## src/rtl/control_unit.sv

```systemverilog
// Purpose : multi-cycle sequencer for the single-bus RISC datapath (3-step fetch + up to 5 execute steps); optional branch via CU_BRANCH_EN.
// Latency : strobes decode combinationally from the registered step and ir[31:27]; 4..8 cycles per instruction with no wait states.
// Backpressure: memory steps hold (strobes held high) until mem_ready; stop pauses only at an instruction boundary.
module control_unit (
    input  logic        clock,
    input  logic        clear,
    input  logic [31:0] ir,
    input  logic        mem_ready,
    input  logic        stop,
    input  logic        con_ff,
    output logic        pci,
    output logic        pco,
    output logic        iri,
    output logic        iro,
    output logic        mari,
    output logic        maro,
    output logic        mdri,
    output logic        mdro,
    output logic        mem_read,
    output logic        mem_write,
    output logic        opi,
    output logic        ipi,
    output logic        ipo,
    output logic        hii,
    output logic        hio,
    output logic        loi,
    output logic        loo,
    output logic        ryi,
    output logic        ryo,
    output logic        rzhi,
    output logic        rzli,
    output logic        rzho,
    output logic        rzlo,
    output logic        rzo,
    output logic        csigno,
    output logic        gra,
    output logic        grb,
    output logic        grc,
    output logic        rin,
    output logic        rout,
    output logic        baout,
    output logic        incpc,
    output logic        con_in,
    output logic        run,
    output logic [2:0]  step
);

    typedef enum logic [3:0] {
        T0    = 4'd0,
        T1    = 4'd1,
        T2    = 4'd2,
        T3    = 4'd3,
        T4    = 4'd4,
        T5    = 4'd5,
        T6    = 4'd6,
        T7    = 4'd7,
        PAUSE = 4'd8,
        HALT  = 4'd9
    } state_t;

    typedef struct packed {
        logic pci;
        logic pco;
        logic iri;
        logic iro;
        logic mari;
        logic maro;
        logic mdri;
        logic mdro;
        logic mem_read;
        logic mem_write;
        logic opi;
        logic ipi;
        logic ipo;
        logic hii;
        logic hio;
        logic loi;
        logic loo;
        logic ryi;
        logic ryo;
        logic rzhi;
        logic rzli;
        logic rzho;
        logic rzlo;
        logic rzo;
        logic csigno;
        logic gra;
        logic grb;
        logic grc;
        logic rin;
        logic rout;
        logic baout;
        logic incpc;
        logic con_in;
    } strobe_t;

    localparam logic [4:0] OP_LD   = 5'b00000;
    localparam logic [4:0] OP_LDI  = 5'b00001;
    localparam logic [4:0] OP_ST   = 5'b00010;
    localparam logic [4:0] OP_MUL  = 5'b01111;
    localparam logic [4:0] OP_DIV  = 5'b10000;
    localparam logic [4:0] OP_NEG  = 5'b10001;
    localparam logic [4:0] OP_NOT  = 5'b10010;
    localparam logic [4:0] OP_JR   = 5'b10100;
    localparam logic [4:0] OP_IN   = 5'b10110;
    localparam logic [4:0] OP_OUT  = 5'b10111;
    localparam logic [4:0] OP_MFHI = 5'b11000;
    localparam logic [4:0] OP_MFLO = 5'b11001;
    localparam logic [4:0] OP_HALT = 5'b11011;

    state_t     state;
    logic       live;       // low from clear until the first edge after it falls
    logic [4:0] opcode;
    strobe_t    s;

    logic is_ld, is_ldi, is_st, is_alu, is_imm, is_md, is_neg;
    logic is_jr, is_in, is_out, is_mfhi, is_mflo, is_halt, is_br;
    logic [2:0] last_step;
    logic       mem_hold;

    assign opcode = ir[31:27];

    // Opcode class flags
    always_comb begin
        is_ld   = (opcode == OP_LD);
        is_ldi  = (opcode == OP_LDI);
        is_st   = (opcode == OP_ST);
        is_alu  = (opcode >= 5'b00011) && (opcode <= 5'b01011);
        is_imm  = (opcode >= 5'b01100) && (opcode <= 5'b01110);
        is_md   = (opcode == OP_MUL) || (opcode == OP_DIV);
        is_neg  = (opcode == OP_NEG) || (opcode == OP_NOT);
        is_jr   = (opcode == OP_JR);
        is_in   = (opcode == OP_IN);
        is_out  = (opcode == OP_OUT);
        is_mfhi = (opcode == OP_MFHI);
        is_mflo = (opcode == OP_MFLO);
        is_halt = (opcode == OP_HALT);
`ifdef CU_BRANCH_EN
        is_br   = (opcode == 5'b10011);
`else
        is_br   = 1'b0;
`endif
    end

`ifndef CU_BRANCH_EN
    // Branch condition and IR operand fields do not affect sequencing without the branch option.
    logic unused_bits;
    assign unused_bits = ^{ir[26:0], con_ff};
`else
    logic unused_bits;
    assign unused_bits = ^ir[26:0];
`endif

    // Final execute step of the current opcode; single-step ops (and nop/undefined) end at T3
    always_comb begin
        last_step = 3'd3;
        if (is_ld || is_st)
            last_step = 3'd7;
        else if (is_md || is_br)
            last_step = 3'd6;
        else if (is_ldi || is_alu || is_imm)
            last_step = 3'd5;
        else if (is_neg)
            last_step = 3'd4;
    end

    // A memory step stays put until the RAM reports completion
    always_comb begin
        mem_hold = 1'b0;
        if ((state == T1) || ((state == T6) && is_ld) || ((state == T7) && is_st))
            mem_hold = !mem_ready;
    end

    // Step sequencer: fetch, execute, boundary pause, halt
    always_ff @(posedge clock or posedge clear) begin
        if (clear) begin
            state <= T0;
            live  <= 1'b0;
        end else begin
            live <= 1'b1;
            if (!live) begin
                state <= T0;
            end else begin
                case (state)
                    T0: state <= T1;
                    T1, T2, T3, T4, T5, T6, T7: begin
                        if (mem_hold)
                            state <= state;
                        else if ((state == T3) && is_halt)
                            state <= HALT;
                        else if ((state >= T3) && (state[2:0] == last_step))
                            state <= stop ? PAUSE : T0;
                        else
                            state <= state_t'(state + 4'd1);
                    end
                    PAUSE: state <= stop ? PAUSE : T0;
                    HALT:  state <= HALT;
                    default: state <= T0;
                endcase
            end
        end
    end

    // Strobe decode from the registered step and the current opcode
    always_comb begin
        s = '0;
        if (live) begin
            case (state)
                T0: begin
                    s.pco = 1'b1; s.mari = 1'b1; s.incpc = 1'b1;
                end
                T1: begin
                    s.mem_read = 1'b1; s.mdri = 1'b1;
                end
                T2: begin
                    s.mdro = 1'b1; s.iri = 1'b1;
                end
                T3: begin
                    if (is_ld || is_ldi || is_st) begin
                        s.grb = 1'b1; s.baout = 1'b1; s.ryi = 1'b1;
                    end else if (is_alu || is_imm) begin
                        s.grb = 1'b1; s.rout = 1'b1; s.ryi = 1'b1;
                    end else if (is_md) begin
                        s.gra = 1'b1; s.rout = 1'b1; s.ryi = 1'b1;
                    end else if (is_neg) begin
                        s.grb = 1'b1; s.rout = 1'b1; s.rzli = 1'b1;
                    end else if (is_jr) begin
                        s.gra = 1'b1; s.rout = 1'b1; s.pci = 1'b1;
                    end else if (is_in) begin
                        s.ipo = 1'b1; s.gra = 1'b1; s.rin = 1'b1;
                    end else if (is_out) begin
                        s.gra = 1'b1; s.rout = 1'b1; s.opi = 1'b1;
                    end else if (is_mfhi) begin
                        s.hio = 1'b1; s.gra = 1'b1; s.rin = 1'b1;
                    end else if (is_mflo) begin
                        s.loo = 1'b1; s.gra = 1'b1; s.rin = 1'b1;
                    end else if (is_br) begin
                        s.gra = 1'b1; s.rout = 1'b1; s.con_in = 1'b1;
                    end
                end
                T4: begin
                    if (is_ld || is_ldi || is_st || is_imm) begin
                        s.csigno = 1'b1; s.rzli = 1'b1;
                    end else if (is_alu) begin
                        s.grc = 1'b1; s.rout = 1'b1; s.rzli = 1'b1;
                    end else if (is_md) begin
                        s.grb = 1'b1; s.rout = 1'b1; s.rzhi = 1'b1; s.rzli = 1'b1;
                    end else if (is_neg) begin
                        s.rzlo = 1'b1; s.gra = 1'b1; s.rin = 1'b1;
                    end else if (is_br) begin
                        s.pco = 1'b1; s.ryi = 1'b1;
                    end
                end
                T5: begin
                    if (is_ld || is_st) begin
                        s.rzlo = 1'b1; s.mari = 1'b1;
                    end else if (is_ldi || is_alu || is_imm) begin
                        s.rzlo = 1'b1; s.gra = 1'b1; s.rin = 1'b1;
                    end else if (is_md) begin
                        s.rzlo = 1'b1; s.loi = 1'b1;
                    end else if (is_br) begin
                        s.csigno = 1'b1; s.rzli = 1'b1;
                    end
                end
                T6: begin
                    if (is_ld) begin
                        s.mem_read = 1'b1; s.mdri = 1'b1;
                    end else if (is_st) begin
                        s.gra = 1'b1; s.rout = 1'b1; s.mdri = 1'b1;
                    end else if (is_md) begin
                        s.rzho = 1'b1; s.hii = 1'b1;
                    end else if (is_br && con_ff) begin
                        s.rzlo = 1'b1; s.pci = 1'b1;
                    end
                end
                T7: begin
                    if (is_ld) begin
                        s.mdro = 1'b1; s.gra = 1'b1; s.rin = 1'b1;
                    end else if (is_st) begin
                        s.mem_write = 1'b1;
                    end
                end
                default: s = '0;
            endcase
        end
    end

    assign pci       = s.pci;
    assign pco       = s.pco;
    assign iri       = s.iri;
    assign iro       = s.iro;
    assign mari      = s.mari;
    assign maro      = s.maro;
    assign mdri      = s.mdri;
    assign mdro      = s.mdro;
    assign mem_read  = s.mem_read;
    assign mem_write = s.mem_write;
    assign opi       = s.opi;
    assign ipi       = s.ipi;
    assign ipo       = s.ipo;
    assign hii       = s.hii;
    assign hio       = s.hio;
    assign loi       = s.loi;
    assign loo       = s.loo;
    assign ryi       = s.ryi;
    assign ryo       = s.ryo;
    assign rzhi      = s.rzhi;
    assign rzli      = s.rzli;
    assign rzho      = s.rzho;
    assign rzlo      = s.rzlo;
    assign rzo       = s.rzo;
    assign csigno    = s.csigno;
    assign gra       = s.gra;
    assign grb       = s.grb;
    assign grc       = s.grc;
    assign rin       = s.rin;
    assign rout      = s.rout;
    assign baout     = s.baout;
    assign incpc     = s.incpc;
    assign con_in    = s.con_in;

    assign run  = live && (state != PAUSE) && (state != HALT);
    assign step = (live && (state <= T7)) ? state[2:0] : 3'd0;

endmodule

```

## config.mk

```make
export PLATFORM = sky130hd
export DESIGN_NAME = control_unit
export DESIGN_NICKNAME = d
export VERILOG_FILES = /design/src/rtl/control_unit.sv
export SDC_FILE = /design/constraint.sdc
export NUM_CORES = 1
export LEC_CHECK = 0
export ABC_CLOCK_PERIOD_IN_PS = 4400
export CAP_MARGIN = 20
export CORE_MARGIN = 10
export CORE_UTILIZATION = 25
export DETAILED_ROUTE_END_ITERATION = 10
export SYNTH_ARGS = -nofsm -noshare
export SYNTH_HDL_FRONTEND = slang
export SYNTH_SLANG_ARGS = --single-unit
```

## constraint.sdc

```tcl
create_clock -name clock -period 4.4 [get_ports clock]
set_clock_uncertainty 0.1 [all_clocks]
set_input_delay 0.88 -clock clock [delete_from_list [all_inputs] [get_ports clock]]
set_output_delay 0.88 -clock clock [all_outputs]
set_load 0.02 [all_outputs]
```

# Yosys cells after proc, flatten, opt, wreduce, memory -nomap -nowiden
# Cells that the tools add are included.
# totals
regBits,5
in_bits,37
out_inout_bits,37
wordCells,189
# op_classes
add_sub_neg,1
magnitude_cmp,6
eq_ne,25
n_mux,131
n_reduce_logical,24
# op_table
operator,n
$mux W1,102
$eq A5 B5 Y1 const B,9
$mux W33,1
$mux W4,5
$eq A4 B3 Y1 const B,4
$pmux W4 S4,1
$mux W3,5
$pmux W1 S2,7
$logic_or A1 B1 Y1,11
$le A5 B4 Y1 const B,2
$mux W2,5
$logic_and A1 B1 Y1,9
$eq A4 B2 Y1 const B,2
$eq A4 B4 Y1 const B,2
$ne A4 B4 Y1 const B,2
$reduce_or A7 Y1,1
$pmux W1 S3,2
$eq A5 B1 Y1 const B,1
$eq A5 B2 Y1 const B,1
$eq A5 B4 Y1 const B,1
$ge A5 B2 Y1 const B,1
$ge A5 B4 Y1 const B,1
$logic_not A5 Y1,1
$mux W5,1
10 further kinds,10

# Logic depth before layout (Yosys ltp)
# Gate-level depths: netlist of the first run.
# logic_depth
depth_word,14
mapped_depth,8
mapped_depth_nobuf,7

# Worst setup path before layout of the first run
# No wires, ideal clock.
# synth_timing
path_type,input port to output port
start,input port ir[30]
end,output port csigno
arrival_time_ps,2629
required_time_ps,3420
setup_slack_ps,791
path_stages,4
path_buffers,2
cell_sequence,buf_4 -> clkbuf_1 -> or2_2 -> a2111oi_0
# synth_between
elab_chain_len,7
elab_cells_between_ends,12
classes_between,order compare: 2; eq/ne: 2; mux: 3; reduce/logical: 5
# synth_lines
element,line_no,rtl
from (decl),7,"input logic [31:0] ir,"
branches (longest 3 deep; another with $ge A5 B4 Y1),-,
$logic_or A1 B1 Y1 *,242,if (is_ld || is_ldi || is_st || is_imm) begin
$mux W1 *,242,
$pmux W1 S2 *,208,case (state)
$mux W33 *,207,if (live) begin
to (decl),35,"output logic csigno,"
# Every way passes the cells marked *.

# Worst setup path after layout of the first run
# layout_timing
start,input port ir[27]
end,output port rin
# layout_between
elab_chain_len,12
elab_cells_between_ends,45
classes_between,order compare: 4; eq/ne: 11; mux: 18; reduce/logical: 12
# layout_lines
element,line_no,rtl
$eq A5 B5 Y1,136,is_mflo = (opcode == OP_MFLO);
$mux W1,235,end else if (is_mflo) begin
$mux W1,233,end else if (is_mfhi) begin
$mux W1,231,end else if (is_out) begin
$mux W1,229,end else if (is_in) begin
$mux W1,227,end else if (is_jr) begin
$mux W1,225,end else if (is_neg) begin
$mux W1,223,end else if (is_md) begin
$mux W1,221,end else if (is_alu || is_imm) begin
$mux W2,219,if (is_ld || is_ldi || is_st) begin
$pmux W1 S4 *,208,
$mux W33 *,207,
to (decl),39,"output logic rin,"
# Mark *: on every way between the ends. The rest lies on a longest branch, timed or not.

==> summary.md, run 1 <==
| Metric | Value |
|---|---|
| Initial antenna violation count | 0 |
| Syn avg cell area | 7.16 um2 |
| P&R area growth vs syn | 35.1% |
| Mapped Area | 1350 um2 |
| DRC | 0 |
| RSZ-0062 raised after global routing | no |
| Hold Crit Class | reg -> reg |
| Most used cell, CP | clkdlybuf4s50_1 |
| GRT Util Overall | 9.63% |
| Critical Path Start | ir[27] |
| LEAKAGE | 0.690 nW |
| Worst EP required | 3.42 ns |
| Max FO, Critical Path | 5 |
| PwrDens | 281 nW/um2 |
| Crit path buffers/inverters | 2 |
| DR pass1 iterations | 5 |
| Fillers | 558 |
| DP HPWL | 3500 um |
| # IOs | 74 |
| Placed instance area | 1780 um2 |
| Largest net degree at the start of global routing | 33 |
| Die area | 8760 um2 |
| Status | complete, no violations |
| Setup TNS | 0 ns |
| WP data arrival | 3.23 ns |
| RePlAce Congestion | 0.836 |
| Worst r2r src | state[0]$_DFFE_PP0P_ |
| CTS sink count | 5 |
| Startpoint Class | input pin |
| Slew Viols, Final | 0 |
| Slowest stage delay, CP | 0.62 ns |
| Final ANT Viol Nets | 0 |
| Max-Cap Viols | 0 |
| CP cell instances | clkdlybuf4s50_1 -> or4_1 -> nor3_1 -> o31ai_1 -> o21ai_0 -> and3_1 -> clkdlybuf4s50_1 |
| DR iter-0 viols | 83 |
| Routed WL per cell | 15.1 um |
| Fin crit share | 95.7% |
| Number of global-route vias before repair | 1455 |
| CP top delay family | buffers and inverters |
| IR drop worst, VDD | 0.000274 V |
| Synth Register Bits | 5 |
| Post-route minimum period | 4.21 ns |
| First-pass GRT wire length | 7180 um |
| Asr flop ratio synth | 100% |
| Initial core utilization | 26.2% |
| Fin area | 1830 um2 |
| Worst reg-to-reg path cell count | 7 |
| Grt total ovfl | 0 |
| Final Routed Wirelength | 4390 um |
| CP endpoint kind | primary output |
| Prevailing post-synth register cell | dfrtp_1 |
| CTS Hold Bufs | 0 |
| Seq/Total Area, Yosys | 9.24% |
| Hold wc startpoint | state[1]$_DFFE_PP0P_ |
| # H-tree levels | 1 |
| Vias per inst | 5.20 |
| DR vias | 1512 |
| Mapped Cells | 189 |
| Fmax | 237 MHz |
| CP Depth | 7 |
| Worst setup path category | in -> out |
| Post-synth EDFFs | 0 |
| TritonCTS clock tree | done |
| Clk slew on worst S/H paths | 0.04 ns |
| Root Driver | clkbuf_8 |
| Final setup vio count | 0 |
| CTS Buf Count | 3 |
| Die height | 93.6 um |
| Distinct cells, synth | 68 |
| Final #Nets | 263 |
| Clock tree buffer depth | 2 |
| Ys Warns | 0 |
| N_diodes | 0 |
| WHS Path Cells | 2 |
| Multi-input logic area | 1060 um2 |
| Layout cells sized above 1 | 12.7% |
| Clock Latency Late Sink | 0.22 ns |
| Die X | 93.6 um |
| Final hold vios | 0 |
| Register area | 125 um2 |
| Row cnt | 26 |
| IO buf count | 39 |
| CP max-delay cell | clkdlybuf4s50_1 |
| Core area | 5170 um2 |
==> what timing repair did <==
action | CTS | global route
endpoints found under the hold margin | 0 | 0
gates resized for setup | 0 | 1
setup endpoints to repair | 0 | 1
buffers inserted | 0 | 0
==> worst min-delay path: stages, from the launching register on <==
cell	delay, ns
dfrtp_1	0.46
nand2_1	0.10
o31ai_1	0.06
==> cells in the final DEF, fill, tap and decap left out, types with 2 or more instances in the layout <==
cell type / n
nand3b_1: 3
o21ai_0: 9
a21o_1: 2
nand3_1: 7
a21oi_1: 7
o211a_1: 2
nor3_1: 9
nor4_1: 2
nand2b_1: 3
clkbuf_8: 3
and2_1: 6
ha_1: 4
nor2_1: 9
dfrtp_1: 5
inv_1: 5
a31oi_1: 3
conb_1: 7
mux2_2: 2
nand2_1: 19
and3_1: 6
o31ai_1: 2
o21bai_1: 3
o31a_1: 2
clkdlybuf4s50_1: 38
nor2b_1: 5
o211ai_1: 3
a21boi_0: 3
a211o_1: 2
buf_4: 10
==> synthesized netlist by cell type (4+ instances only) <==
master | instances | area [um2]
dfrtp_1 | 5 | 125
buf_2 | 7 | 35.0
buf_4 | 12 | 90.1
o21ai_0 | 9 | 45.0
nand2_1 | 19 | 71.3
nor2b_1 | 5 | 31.3
ha_1 | 4 | 50.1
nor3_1 | 9 | 45.0
clkbuf_1 | 6 | 22.5
nor2_1 | 9 | 33.8
inv_1 | 5 | 18.8
nand3_1 | 7 | 35.0
and3_1 | 6 | 37.5
a21oi_1 | 7 | 35.0
and2_1 | 6 | 37.5
==> worst paths after layout <==
kind                                        end  slack (ns)
setup / recovery                            rin        0.19
hold / removal             state[1]$_DFFE_PP0P_        0.57
setup reg to reg           state[2]$_DFFE_PP0P_        1.78
min in group asynchronous  state[2]$_DFFE_PP0P_        0.76
max in group asynchronous  state[3]$_DFFE_PP0P_        3.27
hold reg to reg            state[1]$_DFFE_PP0P_        0.57
==> final cells by class <==
cell class	count	area share [%]
Multi-Input combinational cell	157	58.2
Timing Repair Buffer	50	26.7
Sequential cell	5	6.84
Tap cell	70	4.79
Clock buffer	4	2.46
Inverter	5	1.03
==> registers in the layout, summed over array words and instances (netlist names) <==
name	flops
state	4
live	1
==> routing by layer <==
layer	wire length, um	vias to the layer above	share of wire [%]	GRT usage, %
met5	0	-	0	0
met2	2130	34	48	15.8
met1	1970	729	45	12.6
met4	17	0	0.39	1.27
met3	275	2	6.3	2.40
li1	-	747	-	-
==> where the power goes <==
| part | total (W) | switching [W] | internal [W] |
|---|---|---|---|
| clock network | 0.0000834 | 0.0000214 | 0.0000621 |
| registers | 0.0000786 | 0.0000236 | 0.0000549 |
| logic | 0.000351 | 0.000203 | 0.000148 |
| total | 0.000513 | 0.000248 | 0.000265 |
==> logic make-up after synthesis <==
kind of cell               share of synthesized area, %
and+or+nand+nor                                    37.5
AOI/OAI and AO/OA                                  31.8
buffers and inverters                              13.5
DFF                                                9.24
adders and majority gates                          3.70
muxes                                              2.40
other                                             0.555
xor gates and xnor gates                           1.29
==> through the flow <==
stage               setup slack, ns  utilization [%]  power (W)  hold WS, ns  std cells
floorplan                     0.791                -   0.000329        0.450        194
detailed placement            0.212             34.4   0.000430        0.564        287
global route                 0.0235             35.4   0.000554        0.624        291
global placement              0.190             34.4   0.000427        0.545        287
finish                        0.189             35.4   0.000513        0.568        291
CTS                           0.192             35.3   0.000518        0.578        291
Power figures use the tool's default switching activity.
==> run 2: changes to the inputs <==
--- a/config.mk
+++ b/config.mk
@@ -5,11 +5,11 @@
 export SDC_FILE = /design/constraint.sdc
 export NUM_CORES = 1
 export LEC_CHECK = 0
-export ABC_CLOCK_PERIOD_IN_PS = 4400
 export CAP_MARGIN = 20
 export CORE_MARGIN = 10
 export CORE_UTILIZATION = 25
 export DETAILED_ROUTE_END_ITERATION = 10
+export RECOVER_POWER = 25
 export SYNTH_ARGS = -nofsm -noshare
 export SYNTH_HDL_FRONTEND = slang
 export SYNTH_SLANG_ARGS = --single-unit
==> run 2 against run 1 <==
Against the previous run: global-route usage did not move; count of clock-buffer cells in the layout unchanged; via count rose by 0.66%; flip-flop and latch count did not move; setup slack improved by 0.0084 ns; highest routed layer unchanged.
==> summary.md, run 2 (synthesis gave the netlist of run 1 again) <==
| Metric | Value |
|---|---|
| Startpoint Class | input pin |
| Layout cells sized above 1 | 12.2% (-0.45 points) |
| Top Registers | state: 4 flops, live: 1 flops |
| Die area | 8760 um2 (unchanged) |
| WP data arrival | 3.22 ns (about the same) |
| Worst setup path category | in -> out |
| Clock tree buffer depth | 2 (unchanged) |
| Commonest non-fill, non-tap cell in the layout | clkdlybuf4s50_1 |
| CP endpoint kind | primary output |
| DR iter-0 viols | 83 (unchanged) |
| Cell Count, Final, Fillers Out | 291 (unchanged) |
| Initial core utilization | 26.2% (unchanged) |
| PwrDens | 280 nW/um2 (-0.29%) |
| # H-tree levels | 1 (unchanged) |
| Fmax | 238 MHz (+0.20%) |
| TritonCTS clock tree | done |
| Max FO, Critical Path | 5 (unchanged) |
| LEAKAGE | 0.695 nW (+0.78%) |
| CTS Hold Bufs | 0 (unchanged) |
| DR vias | 1522 (+0.66%) |
| Final setup vio count | 0 (unchanged) |
| Clock Latency Late Sink | 0.22 ns (about the same) |
| Grt total ovfl | 0 (unchanged) |
| First-pass GRT wire length | 7180 um (unchanged) |
| Post-CTS setup buffers | 0 (unchanged) |
| RSZ-0062 raised after global routing | no |
| Clk slew on worst S/H paths | 0.04 ns (about the same) |
| Largest net degree at the start of global routing | 33 (unchanged) |
| CTS Buf Count | 3 (unchanged) |
| IO buf count | 39 (unchanged) |
| Multi-input logic area | 1060 um2 (-0.47%) |
| PostCTS Resize Cnt | 0 (unchanged) |
| Register area | 125 um2 (unchanged) |
| Final hold vios | 0 (unchanged) |
| DRC | 0 (unchanged) |
| Number of global-route vias before repair | 1455 (unchanged) |
| Hold Crit Class | reg -> reg |
| GRT Util Overall | 9.63% (unchanged) |
| Slew HR | 43.7% |
| Max-Cap Viols | 0 (unchanged) |
| DR pass1 iterations | 4 (-1) |
| Fin crit share | 95.5% (-0.19 points) |
| DP Cell Count | 287 (unchanged) |
| Biggest register | state |
| Hold slack | 0.573 ns (+0.00497 ns) |
| Final ANT Viol Nets | 0 (unchanged) |
| Largest register FFs | 4 (unchanged) |
| Core area | 5170 um2 (unchanged) |
| Vias per inst | 5.23 (+0.66%) |
| P&R area growth vs syn | 34.8% |
| Flop-to-flop setup slack | 1.63 ns (-0.15 ns) |
| Routed WL per cell | 15.1 um (+0.41%) |
| Post-route minimum period | 4.20 ns (-0.00835 ns) |
| RePlAce Congestion | 0.836 (unchanged) |
| N_diodes | 0 (unchanged) |
| Initial antenna violation count | 0 (unchanged) |
| Worst EP required | 3.42 ns (about the same) |
| CTS sink count | 5 (unchanged) |
| Die X | 93.6 um (unchanged) |
| Final Routed Wirelength | 4410 um (+0.41%) |
| Die height | 93.6 um (unchanged) |
| IR drop worst, VDD | 0.000274 V (about the same) |
| Most frequent cells in the layout | 35 x clkdlybuf4s50_1, 19 x nand2_1, 10 x buf_4 |
| Setup TNS | 0 ns (unchanged) |
| Row cnt | 26 (unchanged) |
| Fillers | 559 (+0.18%) |
| DP HPWL | 3500 um (unchanged) |
| Slew Viols, Final | 0 (unchanged) |
| Worst Max-Slew Pin Slew | 0.840 ns |
| Root Driver | clkbuf_8 |
| Final #Nets | 263 (unchanged) |
| Status | complete, no violations |
| # IOs | 74 (unchanged) |
==> run 2: metrics by stage <==
step	total power (W)	utilization [%]	worst slack, ns	cell area, um2
2_1_floorplan	0.000329	-	0.791	1370
3_5_place_dp	0.000430	34.4	0.212	1780
4_1_cts	0.000518	35.3	0.192	1830
6_report	0.000511	35.3	0.197	1820
3_3_place_gp	0.000427	34.4	0.190	1780
5_1_grt	0.000550	35.3	0.0235	1820
==> run 2: metal layers <==
metal  part of all wire (%)  routed length [um]  track usage, %
met1                     44                1950            12.6
met2                     48                2120            15.8
met3                    7.2                 317            2.40
met4                   0.39                  17            1.27
met5                      0                   0               0
==> run 2: layout make-up <==
class	instances	area share, %
Tap cell	70	4.80
Sequential cell	5	6.86
Timing Repair Buffer	50	26.7
Clock buffer	4	2.47
Inverter	5	1.03
Multi-Input combinational cell	157	58.1
==> run 2: critical path, cell delays in order <==
cell	delay [ns]
clkdlybuf4s50_1	0.52
or4_1	0.60
nor3_1	0.18
o31ai_1	0.12
o21ai_0	0.11
and3_1	0.21
clkdlybuf4s50_1	0.62
==> run 2: final timing paths <==
check                                     start                   end  depth (start not counted)
setup / recovery                         ir[27]                   rin                          7
max in group asynchronous                 clear  state[3]$_DFFE_PP0P_                          2
min in group asynchronous                 clear  state[2]$_DFFE_PP0P_                          2
hold reg to reg            state[1]$_DFFE_PP0P_  state[1]$_DFFE_PP0P_                          2
setup reg to reg           state[0]$_DFFE_PP0P_  state[0]$_DFFE_PP0P_                          7
hold / removal             state[1]$_DFFE_PP0P_  state[1]$_DFFE_PP0P_                          2
==> run 2: power breakdown <==
part           internal (W)  switching, W
clock             0.0000621     0.0000214
combinational      0.000146      0.000203
sequential        0.0000549     0.0000237
total              0.000263      0.000248
